<file path="config.mk">
export PLATFORM = sky130hd
export DESIGN_NAME = pll_rst_ctrl
export DESIGN_NICKNAME = d
export VERILOG_FILES = /design/src/rtl/pll_ctrl_pkg.sv /design/src/rtl/pll_lock_sync.sv /design/src/rtl/pll_rst_ctrl.sv
export SDC_FILE = /design/constraint.sdc
export NUM_CORES = 1
export LEC_CHECK = 0
export ABC_AREA = 0
export CORE_MARGIN = 1.5
export CORE_UTILIZATION = 41
export CTS_CLUSTER_SIZE = 28
export DETAILED_ROUTE_END_ITERATION = 12
export PLACE_DENSITY_LB_ADDON = 0.2
export SLEW_MARGIN = 20
export SYNTH_ARGS = -nofsm -noshare
export SYNTH_HDL_FRONTEND = slang
export SYNTH_HIERARCHICAL = 1
export SYNTH_SLANG_ARGS = --single-unit
</file>
<file path="constraint.sdc">
create_clock -name clk -period 2.1 [get_ports clk]
set_input_delay 0.63 -clock clk [delete_from_list [all_inputs] [get_ports clk]]
set_output_delay 0.63 -clock clk [all_outputs]
set_load 0.005 [all_outputs]
</file>
<file path="src/rtl/pll_ctrl_pkg.sv">
// pll_ctrl_pkg -- shared definitions for the PLL reset controller.
//   pll_state_t : bring-up FSM state encoding
//   DEF_*       : default timing constants used as parameter defaults
//   cnt_width   : width of a counter that must hold the largest timing value
package pll_ctrl_pkg;

  typedef enum logic [2:0] {
    PWRDN,
    RESET,
    WAIT_LOCK,
    FILTER,
    RELEASE,
    RUN,
    FAIL
  } pll_state_t;

  localparam int DEF_NUM_OUT      = 2;
  localparam int DEF_PWD_CYCLES   = 4;
  localparam int DEF_RST_CYCLES   = 8;
  localparam int DEF_LOCK_FILT    = 16;
  localparam int DEF_STAGGER      = 4;
  localparam int DEF_LOCK_TIMEOUT = 1000;
  localparam int DEF_MAX_RETRY    = 3;

  // One extra bit above $clog2 so the largest value itself is representable
  // and the counter never has to wrap.
  function automatic int cnt_width(input int a, input int b, input int c,
                                   input int d, input int e);
    int m;
    m = a;
    if (b > m) m = b;
    if (c > m) m = c;
    if (d > m) m = d;
    if (e > m) m = e;
    if (m < 1) m = 1;
    return $clog2(m) + 1;
  endfunction

endpackage

</file>
<file path="src/rtl/pll_lock_sync.sv">
// pll_lock_sync -- two-flop synchroniser for the raw PLL lock indication.
//   clk      : controller clock
//   rst_n    : synchronous active-low reset, clears both flops
//   lock_raw : PLL lock, asynchronous to clk
//   lk       : lock, synchronised to clk
module pll_lock_sync (
  input  logic clk,
  input  logic rst_n,
  input  logic lock_raw,
  output logic lk
);

  logic meta;

  always_ff @(posedge clk) begin
    if (!rst_n) begin
      meta <= 1'b0;
      lk   <= 1'b0;
    end else begin
      meta <= lock_raw;
      lk   <= meta;
    end
  end

endmodule

</file>
<file path="src/rtl/pll_rst_ctrl.sv">
// pll_rst_ctrl -- PLL power-up / reset sequencer with lock filtering,
// timeout/retry and staggered release of per-clkout resets.
//   clk       : free-running reference clock (same source as PLL clkin1)
//   rst_n     : synchronous active-low reset
//   pll_lock  : raw PLL lock (asynchronous)
//   restart   : single-cycle request to redo the full bring-up
//   pll_pwd   : PLL power-down
//   pll_rst   : PLL reset
//   out_rst_n : per-channel active-low resets, released in order
//   locked    : high in RUN only
//   fail      : high in FAIL only
//   retry_cnt : failed lock attempts in the current bring-up
//   loss_cnt  : (only with PLL_LOSS_CNT_EN) saturating count of lock losses
//               seen in RELEASE/RUN, cleared only by rst_n
// STAGGER is expected to be >= 1 when NUM_OUT > 1.
module pll_rst_ctrl
  import pll_ctrl_pkg::*;
#(
  parameter int NUM_OUT      = DEF_NUM_OUT,
  parameter int PWD_CYCLES   = DEF_PWD_CYCLES,
  parameter int RST_CYCLES   = DEF_RST_CYCLES,
  parameter int LOCK_FILT    = DEF_LOCK_FILT,
  parameter int STAGGER      = DEF_STAGGER,
  parameter int LOCK_TIMEOUT = DEF_LOCK_TIMEOUT,
  parameter int MAX_RETRY    = DEF_MAX_RETRY
) (
  input  logic               clk,
  input  logic               rst_n,
  input  logic               pll_lock,
  input  logic               restart,
  output logic               pll_pwd,
  output logic               pll_rst,
  output logic [NUM_OUT-1:0] out_rst_n,
  output logic               locked,
  output logic               fail,
  output logic [1:0]         retry_cnt
`ifdef PLL_LOSS_CNT_EN
  ,
  output logic [7:0]         loss_cnt
`endif
);

  localparam int CW = cnt_width(PWD_CYCLES, RST_CYCLES, LOCK_FILT, LOCK_TIMEOUT,
                                (NUM_OUT - 1) * STAGGER);

  pll_state_t    state;
  logic [CW-1:0] cnt;       // shared per-state cycle counter
  logic [CW-1:0] tmo;       // lock-wait cycles; kept across FILTER excursions
  logic [CW-1:0] cnt_inc;
  logic          lk;
  logic          go_release;

  pll_lock_sync u_sync (
    .clk      (clk),
    .rst_n    (rst_n),
    .lock_raw (pll_lock),
    .lk       (lk)
  );

  assign cnt_inc = cnt + 1'b1;

  // Last required lock-high cycle: cnt holds the lk-high cycles seen so far.
  assign go_release = lk && (((state == WAIT_LOCK) && (LOCK_FILT <= 1)) ||
                             ((state == FILTER) && (cnt_inc == CW'(LOCK_FILT))));

  always_ff @(posedge clk) begin
    if (!rst_n || restart) begin
      state     <= PWRDN;
      cnt       <= '0;
      tmo       <= '0;
      retry_cnt <= '0;
      pll_pwd   <= 1'b1;
      pll_rst   <= 1'b1;
      out_rst_n <= '0;
      locked    <= 1'b0;
      fail      <= 1'b0;
    end else if (go_release) begin
      // Channel 0 comes out of reset on the first RELEASE cycle.
      cnt       <= '0;
      out_rst_n <= NUM_OUT'(1);
      if (NUM_OUT == 1) begin
        state  <= RUN;
        locked <= 1'b1;
      end else begin
        state <= RELEASE;
      end
    end else begin
      unique case (state)
        PWRDN: begin
          if (cnt == CW'(PWD_CYCLES - 1)) begin
            state   <= RESET;
            cnt     <= '0;
            pll_pwd <= 1'b0;
          end else begin
            cnt <= cnt_inc;
          end
        end
        RESET: begin
          if (cnt == CW'(RST_CYCLES - 1)) begin
            state   <= WAIT_LOCK;
            cnt     <= '0;
            tmo     <= '0;
            pll_rst <= 1'b0;
          end else begin
            cnt <= cnt_inc;
          end
        end
        WAIT_LOCK: begin
          if (lk) begin
            state <= FILTER;
            cnt   <= CW'(1);
          end else if (tmo == CW'(LOCK_TIMEOUT - 1)) begin
            retry_cnt <= retry_cnt + 2'd1;
            pll_rst   <= 1'b1;
            cnt       <= '0;
            if (int'(retry_cnt) + 1 >= MAX_RETRY) begin
              state   <= FAIL;
              pll_pwd <= 1'b1;
              fail    <= 1'b1;
            end else begin
              state <= RESET;
            end
          end else begin
            tmo <= tmo + 1'b1;
          end
        end
        FILTER: begin
          if (!lk) begin
            state <= WAIT_LOCK;
            cnt   <= '0;
          end else begin
            cnt <= cnt_inc;
          end
        end
        RELEASE, RUN: begin
          if (!lk) begin
            // Lock loss: drop every domain reset at once and re-reset the PLL.
            state     <= RESET;
            cnt       <= '0;
            pll_rst   <= 1'b1;
            out_rst_n <= '0;
            locked    <= 1'b0;
          end else if (state == RELEASE) begin
            cnt <= cnt_inc;
            for (int i = 1; i < NUM_OUT; i++) begin
              if (cnt_inc == CW'(i * STAGGER)) out_rst_n[i] <= 1'b1;
            end
            if (cnt_inc == CW'((NUM_OUT - 1) * STAGGER)) begin
              state  <= RUN;
              locked <= 1'b1;
            end
          end
        end
        FAIL: begin
          // Parked with the PLL powered down until restart or rst_n.
        end
        default: begin
          state <= PWRDN;
          cnt   <= '0;
        end
      endcase
    end
  end

`ifdef PLL_LOSS_CNT_EN
  logic loss_evt;

  // restart wins over a coincident loss, so it is not counted.
  assign loss_evt = !restart && !lk && ((state == RELEASE) || (state == RUN));

  always_ff @(posedge clk) begin
    if (!rst_n) begin
      loss_cnt <= '0;
    end else if (loss_evt && (loss_cnt != 8'hFF)) begin
      loss_cnt <= loss_cnt + 8'd1;
    end
  end
`else
  // Lock-loss counter not built.
`endif

endmodule

</file>
==> impl_metrics.ini <==
[cells_and_area]
fillers = 494
syn_to_final_growth_pct = 33.8
final_nets = 320
final_util_pct = 56.4
n_antenna_cell = 0
final_layout_size_suffix_gt1_share_pct = 31.3

[synthesis]
synthesis.nets = 269
synth_edf_count = 0
synthSimpleGateAreaFrac_pct = 27.1
synthesis.area_um2 = 2140
synth_mux_area_share_pct = 0.935
synth_top_family_by_area = simple AND/OR/NAND/NOR gates
ys_ff_latch = 35
synthFlopType = dfxtp_1
ys_types = 62
syn_inst = 261
seq_area_frac_synth_pct = 32.7
synth_common_cells = 35 x dfxtp_1, 30 x nor2_1, 19 x a21oi_1, 19 x nand2_1, 13 x o21ai_0
synth.most_common_cell = dfxtp_1
synth-xor-area-share_pct = 4.09
synth_top_area_share_pct = 32.7
synthTopCellsByArea = dfxtp_1 33%, nor2_1 5.3%, a21oi_1 4.4%
ys_warn_count = 6
synth_compound_area_share_pct = 25.4
avgSynthCellArea_um2 = 8.20
async_flop_share_pct = 0
synth_top_area_cell = dfxtp_1
synthAdderAreaFrac_pct = 2.34

[route]
vias_per_cell = 5.38
drtPass1Iterations = 4
drt_iter0_drc = 66
dr_total_vias = 2062
totalWireLength_um = 5240
ant_nets = 0
drcViolationCount = 0
wl_per_cell_um = 13.7

[sta]
hold_violations = 0
finalWorstSetupSlack_ps = -73.4
maxSlewHeadroom_pct = 57.4
rsz0062_at_grt = true
fin_crit_sh_pct = 103
drv_slew = 0
whs_ps = 433
setup_viol_count_final = 6
fmax_mhz = 460
fin_skew_ps = 1.49
setup_tns_ps = -234
period_minus_slack_ps = 2170
tightest_slew_ps = 635

[clock_tree]
clock-root-buffer = clkbuf_8
clk_pin_slew_worst_paths_ps = 70
clk_latency_ps = 280
clk_path_buf_depth = 2
holdBufCountCts = 0
cts_tree = built
h-tree-depth = 2
clock-sinks = 35
cts_buffers = 5

[floorplanning]
dieArea_um2 = 5660
start_util_pct = 42.2
std_cell_rows = 26
die_w_um = 75.3
core-area_um2 = 5070
ioPinCount = 12
die-height_um = 75.3

[worst_setup_path]
reg2reg_to = cnt[9]$_SDFFE_PP0P_
worst_setup_path_end_kind = register
start_kind = register
crit_chain = or4b_4, or3_4, o2bb2ai_2, a21oi_2, buf_12, or2b_1, a311oi_1
cp.required_ps = 2300
crit_path_start = tmo[4]$_SDFFE_PP0P_
rrSetupSlack_ps = -70
timing.rr.start = tmo[4]$_SDFFE_PP0P_
cp_max_fo = 10
path_class = reg2reg
crit_slowest_cell = or4b_4
cpPeakStageDelay_ps = 530
arrival_ps = 2370
crit_end = cnt[9]$_SDFFE_PP0P_
cp.depth = 7
cp_num_buf_inv = 1
critPathTopFamily = simple AND/OR/NAND/NOR gates
r2r_cells = 7

[power]
clockPowerShare_pct = 39.2
p_int_w = 0.000930
power_frac_comb_pct = 5.1
p_switching_w = 0.000277
swShare_pct = 22.9
p_seq_share_pct = 55.7
cellLeakagePower_nw = 1.03
vdd_drop_max_v = 0.000371
pwr_density_cell_nw_per_um2 = 421
p_total_w = 0.00121

[outcome]
status = finished with violations
violations = negative setup slack

[min_path]
hp-start = u_sync/meta$_SDFF_PN0_
hold_path_class = reg2reg
hold_depth = 1

[grt]
met3_usage_pct = 3.35
grt_max_degree = 19
grt_pass1_wl_um = 8410
use_met1_pct = 25.9
grt_pass1_vias = 1844
antenna_found_initial = 0
busiest_layer = met2
grt_util_met2_pct = 31.7
grt_usage_pct = 19.1
overflow = 0

[placement]
place_ws_ps = -86.8
gp_congestion = 0.837
portBuffers = 11
dp_hpwl_um = 3800

[job]
cap_violations = 0
cell families after synthesis:
logic type	Yosys count
and+or+nand+nor	110
AOI/OAI and AO/OA	72
xor gates and xnor gates	10
muxes	2
DFF	35
buffers and inverters	28
adders and majority gates	4
power by group through the flow:
| stage | Sequential [W] | Clock [W] | Combinational (W) |
|---|---|---|---|
| final | 0.000672 | 0.000473 | 0.0000611 |
| after CTS | 0.000671 | 0.000497 | 0.0000590 |
| after global routing | 0.000672 | 0.000516 | 0.0000673 |
| after floorplan | 0.000686 | 0 | 0.0000324 |
| after detailed placement | 0.000686 | 0 | 0.0000578 |
| after global placement | 0.000686 | 0 | 0.0000579 |
cell usage in the layout (no fill, tap or decap), drive strengths merged, types with 2 or more instances in the layout:
master and n:
dfxtp 35, nand4 3, xnor2 7, or3 2
mux2i 2, inv 8, a41oi 2, and3 5
buf 53, nor4 8, o21ai 14, nand3b 2
a21oi 20, clkbuf 7, a31oi 4, a311oi 11
a21o 2, clkdlybuf4s50 11, nand3 12, nand2 19
and2 5, xor2 3, nor2b 3, or3b 2
nor2 30, nor3b 3, a211oi 4, a22oi 2
nand2b 5, ha 4, nor3 4, o2bb2ai 2
layout make-up:
type,instances,area [µm²],share of cell area (%)
multi-input combinational,198,1410,49.4
sequential,35,711,24.8
timing repair buffer,64,541,18.9
tap,70,87.6,3.06
clock buffer,7,76.3,2.66
inverter,8,30.0,1.05
clock inverter,1,5.00,0.175
what timing repair did:
| action | CTS | global route |
|---|---|---|
| setup endpoints to repair | 16 | 23 |
| pin swaps | 2 | 11 |
| buffers inserted | 0 | 1 |
| resized for setup | 4 | 26 |
metal layers:
layer  vias to the layer above  routed length, µm  share of wire (%)
met3                         6                174                3.3
met4                         0                 64                1.2
met1                       962               2590                 49
met2                        33               2420                 46
li1                       1061                  -                  -
met5                         -                  0                  0
worst min path at each step:
stage	endpoint	slack (ps)
3_5_place_dp	u_sync/lk$_SDFF_PN0_	420
5_1_grt	u_sync/lk$_SDFF_PN0_	460
4_1_cts	u_sync/lk$_SDFF_PN0_	440
6_report	u_sync/lk$_SDFF_PN0_	430
2_1_floorplan	u_sync/lk$_SDFF_PN0_	410
3_3_place_gp	u_sync/lk$_SDFF_PN0_	420
metrics by stage:
step,area (µm²),std cells
after floorplan,2150,261
after global placement,2630,374
after detailed placement,2630,374
after CTS,2730,382
after global routing,2860,383
final,2860,383
flip-flops by register name (all words and copies together), names as in the netlist:
register / flops
cnt: 11
tmo: 11
state: 3
out_rst_n: 2
retry_cnt: 2
fail: 1
locked: 1
pll_pwd: 1
pll_rst: 1
u_sync/lk: 1
u_sync/meta: 1
Power figures use the tool's default switching activity.
